File: config.mk
export PLATFORM = sky130hd
export DESIGN_NAME = shift_sequencer_flat
export DESIGN_NICKNAME = d
export VERILOG_FILES = /design/src/rtl/shift_sequencer_if.sv /design/src/rtl/shift_sequencer.sv /design/src/flat_wrapper.sv
export SDC_FILE = /design/constraint.sdc
export NUM_CORES = 1
export LEC_CHECK = 0
export BUFFER_PORTS_ARGS = -buffer_cell sky130_fd_sc_hd__buf_2
export CELL_PAD_IN_SITES_DETAIL_PLACEMENT = 1
export CELL_PAD_IN_SITES_GLOBAL_PLACEMENT = 2
export CORE_MARGIN = 5
export CORE_UTILIZATION = 31
export DETAILED_ROUTE_END_ITERATION = 7
export PLACE_DENSITY_LB_ADDON = 0.05
export SLEW_MARGIN = 5
export SYNTH_ARGS = -nofsm -noshare
export SYNTH_HDL_FRONTEND = slang
export SYNTH_SLANG_ARGS = --single-unit
File: constraint.sdc
create_clock -name Clock -period 7.2 [get_ports Clock]
set_input_delay 1.08 -clock Clock [delete_from_list [all_inputs] [get_ports Clock]]
set_output_delay 1.08 -clock Clock [all_outputs]
set_load 0.01 [all_outputs]
File: src/rtl/shift_sequencer_if.sv
// Command/result handshake bundle for the iterative shift sequencer.
// The master drives commands and OutReady, and the slave returns results.
interface shift_sequencer_if #(
   parameter int WIDTH = 16,
   parameter int SHW   = 4
);
   logic             InValid;
   logic             InReady;
   logic [WIDTH-1:0] Hyrja;
   logic [SHW-1:0]   Shamt;
   logic [1:0]       Funct;
   logic             OutValid;
   logic             OutReady;
   logic [WIDTH-1:0] Result;
   logic             Busy;

   modport master (
      output InValid, Hyrja, Shamt, Funct, OutReady,
      input  InReady, OutValid, Result, Busy
   );

   modport slave (
      input  InValid, Hyrja, Shamt, Funct, OutReady,
      output InReady, OutValid, Result, Busy
   );
endinterface

File: src/rtl/shift_sequencer.sv
// Iterative shifter that moves up to STEP bits per cycle.
// It supports SLL, SRL, SRA and ROR, with valid/ready handshakes on the command and the result.
//
// state | meaning
// IDLE  | waiting for a command, InReady=1
// SHIFT | shifting the data register, Busy=1, commands ignored
// HOLD  | result presented (OutValid=1) until OutReady
module shift_sequencer #(
   parameter int WIDTH = 16,
   parameter int SHW   = 4,
   parameter int STEP  = 1
) (
   input logic             Clock,
   input logic             Reset,
   shift_sequencer_if.slave bus
);
   typedef enum logic [1:0] {IDLE, SHIFT, HOLD} state_t;

   localparam logic [SHW:0] STEP_W = (SHW+1)'(STEP);

   state_t           state, state_nx;
   logic [WIDTH-1:0] data, data_nx;
   logic [SHW-1:0]   cnt, cnt_nx;
   logic [1:0]       funct, funct_nx;
   logic [SHW:0]     n;
   logic [WIDTH-1:0] shifted;
   logic             accept;

   assign bus.InReady  = (state == IDLE) || ((state == HOLD) && bus.OutReady);
   assign bus.OutValid = (state == HOLD);
   assign bus.Busy     = (state == SHIFT);
   assign bus.Result   = data;
   assign accept       = bus.InValid && bus.InReady;

   // The last step may be shorter than STEP when the count is not a multiple of STEP.
   always_comb begin
      n = ({1'b0, cnt} < STEP_W) ? {1'b0, cnt} : STEP_W;
      case (funct)
         2'b00:   shifted = data << n;
         2'b01:   shifted = data >> n;
         2'b10:   shifted = $unsigned($signed(data) >>> n);
         default: shifted = (data >> n) | (data << (WIDTH - int'(n)));
      endcase
   end

   always_comb begin
      state_nx = state;
      data_nx  = data;
      cnt_nx   = cnt;
      funct_nx = funct;
      case (state)
         SHIFT: begin
            data_nx = shifted;
            cnt_nx  = cnt - n[SHW-1:0];
            if (cnt_nx == '0) state_nx = HOLD;
         end
         IDLE, HOLD: begin
            if (accept) begin
               data_nx  = bus.Hyrja;
               cnt_nx   = bus.Shamt;
               funct_nx = bus.Funct;
               state_nx = (bus.Shamt != '0) ? SHIFT : HOLD;
            end else if ((state == HOLD) && bus.OutReady) begin
               state_nx = IDLE;
            end
         end
         default: state_nx = IDLE;
      endcase
   end

   always_ff @(posedge Clock) begin
      if (Reset) begin
         state <= IDLE;
         data  <= '0;
         cnt   <= '0;
         funct <= '0;
      end else begin
         state <= state_nx;
         data  <= data_nx;
         cnt   <= cnt_nx;
         funct <= funct_nx;
      end
   end
endmodule

File: src/flat_wrapper.sv
// flat-port wrapper written by rule: the top's interface ports become plain ports
module shift_sequencer_flat 
#(
   parameter int WIDTH = 16,
   parameter int SHW   = 4,
   parameter int STEP  = 1
)
  (Clock, Reset, bus_InValid, bus_Hyrja, bus_Shamt, bus_Funct, bus_OutReady, bus_InReady, bus_OutValid, bus_Result, bus_Busy);
  shift_sequencer_if #(.WIDTH(WIDTH), .SHW(SHW)) bus_i ();
  input logic Clock;
  input logic Reset;
  input wire logic [$bits(bus_i.InValid)-1:0] bus_InValid;
  input wire logic [$bits(bus_i.Hyrja)-1:0] bus_Hyrja;
  input wire logic [$bits(bus_i.Shamt)-1:0] bus_Shamt;
  input wire logic [$bits(bus_i.Funct)-1:0] bus_Funct;
  input wire logic [$bits(bus_i.OutReady)-1:0] bus_OutReady;
  output wire logic [$bits(bus_i.InReady)-1:0] bus_InReady;
  output wire logic [$bits(bus_i.OutValid)-1:0] bus_OutValid;
  output wire logic [$bits(bus_i.Result)-1:0] bus_Result;
  output wire logic [$bits(bus_i.Busy)-1:0] bus_Busy;
  assign bus_i.InValid = bus_InValid;
  assign bus_i.Hyrja = bus_Hyrja;
  assign bus_i.Shamt = bus_Shamt;
  assign bus_i.Funct = bus_Funct;
  assign bus_i.OutReady = bus_OutReady;
  assign bus_InReady = bus_i.InReady;
  assign bus_OutValid = bus_i.OutValid;
  assign bus_Result = bus_i.Result;
  assign bus_Busy = bus_i.Busy;
  shift_sequencer #(.WIDTH(WIDTH), .SHW(SHW), .STEP(STEP)) u_core (.Clock(Clock), .Reset(Reset), .bus(bus_i));
endmodule
==> impl_metrics.env, run 1 <==
export IMPL_outcome="completed"
export IMPL_power_density_mw_per_mm2=224.5
export IMPL_synth_enable_flop_cells=0
export IMPL_fmax_mhz=326.4
export IMPL_antenna_found_initial=0
export IMPL_endpoint_kind="register"
export IMPL_finalSetupViolCount=0
export IMPL_mostFrequentLayoutCell="buf_2"
export IMPL_yosysTopAreaCell="dfxtp_1"
export IMPL_finish_instance_area_sq_mm=0.002051
export IMPL_gr_total_overflow=0
export IMPL_slew_limit_headroom_pct=32.89
export IMPL_ctsResizeCount=0
export IMPL_hold_buffers=0
export IMPL_num_vias=1876
export IMPL_numPortBuffers=44
export IMPL_io_pins=45
export IMPL_routed_via_density=5.720
export IMPL_min_path_cells=2
export IMPL_start_util_pct=32.16
export IMPL_synth_top_area_share_pct=26.97
export IMPL_seq_area_frac_synth_pct=26.97
export IMPL_dp_cells=325
export IMPL_final_nets=286
export IMPL_dieArea_sq_mm=0.007363
export IMPL_grt_pass1_vias=1885
export IMPL_fillerInstances=721
export IMPL_ys_seq_elements=24
export IMPL_syn2layout_area_growth_pct=15.10
export IMPL_drt_initial_drc_count=101
export IMPL_crit_buf_inv=1
export IMPL_hold_viol_final=0
export IMPL_finClkSkew_ps=2.166
export IMPL_globalplace_congestion=0.7618
export IMPL_clock_latency_ps=270
export IMPL_rr_worst_depth=7
export IMPL_synth_cell_types=48
export IMPL_critPathLaunchType="register"
export IMPL_max_stage_delay_ps=720
export IMPL_cp_data_arrival_time_ps=3210
export IMPL_synthArstFlopShare_pct=0
export IMPL_cts_tree="done"
export IMPL_hpwlAfterDp_mm=4.307
export IMPL_p_leak_nw=0.8555
export IMPL_netlist_instances=228
export IMPL_drive_above_1_share_pct=21.88
export IMPL_grt_start_max_net_pins=30
export IMPL_diodes=0
export IMPL_critPathRequiredTime_ps=7350
export IMPL_layout_cells_non_filler=328
export IMPL_slowest_stage="or4_4"
export IMPL_yosysWarnings=0
export IMPL_ir_drop_v=0.00008685
export IMPL_finalCritPeriodShare_pct=42.55
export IMPL_whs_ps=506.4
export IMPL_maxCapViolations=0
export IMPL_cts_buffer_depth=2
export IMPL_cts_sinks=24
export IMPL_syn_nets=256
export IMPL_crit_cells=7
export IMPL_grt_setup_unrepaired="false"
export IMPL_fin_util_pct=37.01
export IMPL_dr_pass1_iters=4
export IMPL_path_cells="or4_4 -> inv_1 -> ha_1 -> mux2i_1 -> nor3_1 -> a2111oi_0 -> nor4_1"
export IMPL_synth_avg_cell_area_sq_um=7.815
export IMPL_worstMarginPinSlew_ps=1007
export IMPL_ant_nets=0
export IMPL_drt_wirelength_per_cell_um=18.55
export IMPL_wl_mm=6.084
export IMPL_slew_violations=0
export IMPL_rows=27
export IMPL_drc_errors=0
export IMPL_grt_pass1_wl_mm=10.07
export IMPL_placed_cell_area_sq_mm=0.002009
export IMPL_ys_top_cells_by_area="dfxtp_1 27%, mux2i_1 9.6%, o21ai_0 5.3%"
export IMPL_path_class="reg2reg"
export IMPL_cp_max_fo=29
export IMPL_core_area_sq_mm=0.005540
export IMPL_synth_cell_area_sq_mm=0.001782
export IMPL_fp_dieH_um=85.81
export IMPL_min_path_type="reg2reg"
export IMPL_post_cts_setup_buffer_count=0
export IMPL_cts_buffers=3
export IMPL_path_clk_slew_ps=90
export IMPL_die_x_um=85.81
export IMPL_fin_crit_ps=3064
export IMPL_grt_use_total_pct=16.93
export IMPL_synthFlopType="dfxtp_1"
export IMPL_setup_tns_final_ps=0
export IMPL_critPathTopFamily="simple AND/OR/NAND/NOR gates"
export IMPL_cts_root_buf="clkbuf_8"
export IMPL_htree_levels=1
export IMPL_layout_common_cells="44 x buf_2, 24 x dfxtp_1, 21 x nor2_1"
## worst reg2reg max path, stage by stage, from the launching register on
cell	delay [ps]
dfxtp_1	370
or4_4	720
inv_1	460
ha_1	540
mux2i_1	250
nor3_1	60
a2111oi_0	440
nor4_1	100
## stage by stage
step	power [W]	setup slack, ps
after detailed placement	0.0003809	4160
after CTS	0.0004675	4163
final	0.0004603	4136
after global routing	0.0004963	3927
after floorplan	0.0003239	4731
after global placement	0.0003828	4189
## per-layer routing
metal,vias up,global-route usage [%],wire [um]
met5,-,0,0
met4,0,2.734,44
met3,4,3.074,197
met2,33,27.61,2876
met1,924,23.65,2965
li1,915,-,-
## path summary, 6_finish.rpt
path	start	to	slack, ps
worst max-delay path	u_core.cnt[1]$_SDFFE_PP0P_	u_core.bus.Result[8]$_SDFFE_PP0P_	4140
worst min-delay path	u_core.cnt[3]$_SDFFE_PP0P_	u_core.cnt[3]$_SDFFE_PP0P_	510
worst max register to register	u_core.cnt[1]$_SDFFE_PP0P_	u_core.bus.Result[8]$_SDFFE_PP0P_	4140
worst min register to register	u_core.cnt[3]$_SDFFE_PP0P_	u_core.cnt[3]$_SDFFE_PP0P_	510
## sequential cells by signal (all words and copies together), names as in the netlist
register / cells
u_core.state: 2
u_core.cnt: 4
u_core.bus.Result: 16
u_core.funct: 2
## kinds of logic (layout without fill, tap and decap cells)
group                    Yosys count  after routing  synth area share [%]
AO/OA/AOI/OAI                     87             87                 34.27
multiplexers                      21             21                 12.08
adder cells (fa/ha/maj)            2              2                 1.404
flip-flops                        24             24                 26.97
AND/OR/NAND/NOR                   63             63                 17.70
other                              1              1                0.2105
buffers and inverters             30             58                 7.373
## power breakdown
part / switching [W] / total (W) / internal, W
Sequential: 0.0000324 / 0.000182 / 0.000150
Combinational: 0.000112 / 0.000195 / 0.0000831
Clock: 0.0000452 / 0.0000827 / 0.0000375
Total: 0.000190 / 0.000460 / 0.000271
## synth_stat cells, drive strengths merged, types with 2 or more instances
cell type	number
or3	4
a221oi	3
a2111oi	3
a211o	3
o32ai	2
inv	8
o311ai	3
nand3	3
nand3b	3
buf	7
o21a	7
nor2b	2
o22ai	2
nor4	3
mux2	4
nor2	21
a21o	2
clkbuf	14
o21ai	19
nor3	10
o211a	3
a21oi	17
mux2i	17
a211oi	6
nand2	9
o211ai	8
a2111o	2
ha	2
dfxtp	24
nand2b	4
## final cells by class
cell class / instances / area [sq um] / area share (%)
clock buffer: 3 / 41.29 / 2.013
multi-input combinational: 174 / 1170 / 57.05
tap: 72 / 90.09 / 4.393
sequential: 24 / 480.5 / 23.43
inverter: 9 / 33.78 / 1.647
timing repair buffer: 46 / 235.2 / 11.47
No activity file was read; power rests on OpenSTA's default activity.
==> run 2, diff against run 1 <==
--- a/config.mk
+++ b/config.mk
@@ -9,7 +9,7 @@
 export CELL_PAD_IN_SITES_DETAIL_PLACEMENT = 1
 export CELL_PAD_IN_SITES_GLOBAL_PLACEMENT = 2
 export CORE_MARGIN = 5
-export CORE_UTILIZATION = 31
+export CORE_UTILIZATION = 30
 export DETAILED_ROUTE_END_ITERATION = 7
 export PLACE_DENSITY_LB_ADDON = 0.05
 export SLEW_MARGIN = 5
==> constraint.sdc (replaced) <==
create_clock -name Clock -period 3 [get_ports Clock]
set_input_delay 0.45 -clock Clock [delete_from_list [all_inputs] [get_ports Clock]]
set_output_delay 0.45 -clock Clock [all_outputs]
set_load 0.01 [all_outputs]
==> run 2 against run 1 <==
Against the previous run: count of clock-buffer cells in the layout is the same; largest power group unchanged; final cell count grew 1.5%; combinational power grew 150%; critical path type unchanged; clock power grew 150%; first-iteration DRC count shrank 24%; clock skew grew 0.82 ps.
==> impl_metrics.env, run 2 (synthesized netlist as in run 1, its figures left out) <==
export IMPL_path_cells="or4_4 -> inv_1 -> ha_1 -> mux2i_1 -> nor3_1 -> a2111oi_0 -> nor4_1"
export IMPL_slew_limit_headroom_pct=34.26
export IMPL_grt_pass1_vias=1838
export IMPL_final_nets=288
export IMPL_start_util_pct=30.45
export IMPL_rows=28
export IMPL_wl_mm=6.378
export IMPL_cts_tree="done"
export IMPL_cp_max_fo=14
export IMPL_antenna_found_initial=0
export IMPL_hold_viol_final=0
export IMPL_drt_wirelength_per_cell_um=19.15
export IMPL_cts_buffer_depth=2
export IMPL_numPortBuffers=44
export IMPL_worstReg2RegEnd="u_core.bus.Result[8]$_SDFFE_PP0P_"
export IMPL_dr_pass1_iters=4
export IMPL_dieArea_sq_mm=0.007580
export IMPL_gr_total_overflow=0
export IMPL_post_cts_setup_buffer_count=0
export IMPL_num_vias=1869
export IMPL_grt_pass1_wl_mm=10.29
export IMPL_die_x_um=87.07
export IMPL_cp_data_arrival_time_ps=2540
export IMPL_drt_initial_drc_count=77
export IMPL_drive_above_1_share_pct=22.48
export IMPL_core_area_sq_mm=0.005851
export IMPL_maxCapViolations=0
export IMPL_largest_reg_flops=16
export IMPL_outcome="completed"
export IMPL_slowest_stage="or4_4"
export IMPL_cts_buffers=3
export IMPL_layout_common_cells="44 x buf_2, 24 x dfxtp_1, 21 x nor2_1"
export IMPL_fp_dieH_um=87.07
export IMPL_crit_start="u_core.cnt[1]$_SDFFE_PP0P_"
export IMPL_routed_via_density=5.613
export IMPL_globalplace_congestion=0.7866
export IMPL_htree_levels=1
export IMPL_grt_use_total_pct=17.30
export IMPL_cts_root_buf="clkbuf_8"
export IMPL_worstReg2RegStart="u_core.cnt[1]$_SDFFE_PP0P_"
export IMPL_cts_sinks=24
export IMPL_crit_end="u_core.bus.Result[8]$_SDFFE_PP0P_"
export IMPL_p_leak_nw=0.8651
export IMPL_diodes=0
export IMPL_critPathLaunchType="register"
export IMPL_power_density_mw_per_mm2=542.9
export IMPL_syn2layout_area_growth_pct=16.15
export IMPL_r2r_slack_ps=610
export IMPL_min_path_type="in2reg"
export IMPL_grt_start_max_net_pins=29
export IMPL_slew_violations=0
export IMPL_drc_errors=0
export IMPL_finClkSkew_ps=2.986
export IMPL_rr_worst_depth=7
export IMPL_path_class="reg2reg"
export IMPL_endpoint_kind="register"
export IMPL_finalCritPeriodShare_pct=79.69
export IMPL_critPathTopFamily="simple AND/OR/NAND/NOR gates"
export IMPL_dp_slack_ps=631.6
export IMPL_multi_input_area_sq_mm=0.001170
export IMPL_hpwlAfterDp_mm=4.458
export IMPL_path_clk_slew_ps=90
export IMPL_finalSetupViolCount=0
export IMPL_ant_nets=0
export IMPL_crit_buf_inv=1
export IMPL_critPathRequiredTime_ps=3150
export IMPL_fillerInstances=706
export IMPL_hold_buffers=0
export IMPL_setup_tns_final_ps=0
export IMPL_worst_slack_ps=609.2
export IMPL_worstMarginPinSlew_ps=982.4
export IMPL_ctsResizeCount=0
export IMPL_fin_crit_ps=2391
export IMPL_mostFrequentLayoutCell="buf_2"
export IMPL_clock_latency_ps=270
export IMPL_ir_drop_v=0.0002068
export IMPL_io_pins=45
export IMPL_max_stage_delay_ps=530
export IMPL_fmax_mhz=418.3
export IMPL_regArea_sq_um=480.5
export IMPL_crit_cells=7
export IMPL_grt_setup_unrepaired="false"
run 2: cell types whose count changed in the layout (fill, tap and decap cells not counted), sizes merged:
cell / previous run / this run
buf: 46 / 48
run 2: cell type report:
class | count | share of cell area, %
timing repair buffer | 48 | 12.09
tap | 75 | 4.534
multi-input combinational | 174 | 56.53
sequential | 24 | 23.22
inverter | 9 | 1.632
clock buffer | 3 | 1.995
run 2: power breakdown:
| part | total (W) | internal [W] | switching [W] |
|---|---|---|---|
| clock network | 0.000204 | 0.0000902 | 0.000114 |
| registers | 0.000440 | 0.000360 | 0.0000800 |
| logic | 0.000479 | 0.000207 | 0.000272 |
| total | 0.00112 | 0.000657 | 0.000466 |
run 2: stage by stage:
stage / cell area [sq um] / std cells / hold slack [ps] / total power [W] / util [%]
floorplan: 1782 / 228 / 459.3 / 0.0007774 / -
CTS: 2069 / 333 / 412.3 / 0.001139 / 35.37
finish: 2069 / 333 / 410.2 / 0.001124 / 35.37
detailed placement: 2028 / 330 / 510.7 / 0.0009317 / 34.67
global route: 2069 / 333 / 415.4 / 0.001209 / 35.37
global placement: 2028 / 330 / 501.3 / 0.0009306 / 34.67
run 2: layer usage:
layer,up-vias,global-route usage (%),wire length [um]
met2,32,27.40,2919
met4,0,3.399,51
met1,914,25.07,3219
li1,918,-,-
met5,-,0,0
met3,5,2.176,187
run 2: how the worst min path moves through the flow:
stage	from	to	slack [ps]	cells after the start
finish	bus_Funct[0]	u_core.funct[0]$_SDFFE_PP0P_	410	3
global route	bus_Funct[1]	u_core.funct[1]$_SDFFE_PP0P_	420	3
detailed placement	u_core.cnt[3]$_SDFFE_PP0P_	u_core.cnt[3]$_SDFFE_PP0P_	510	2
floorplan	u_core.cnt[3]$_SDFFE_PP0P_	u_core.cnt[3]$_SDFFE_PP0P_	460	2
CTS	bus_Funct[1]	u_core.funct[1]$_SDFFE_PP0P_	410	3
global placement	u_core.bus.Result[12]$_SDFFE_PP0P_	u_core.bus.Result[12]$_SDFFE_PP0P_	500	2
run 2: tightest hold or removal path, delay by kind of cell:
family / cells / cell delay, ps
simple gates: 1 / 70
buf+inv: 1 / 70
mux: 1 / 60
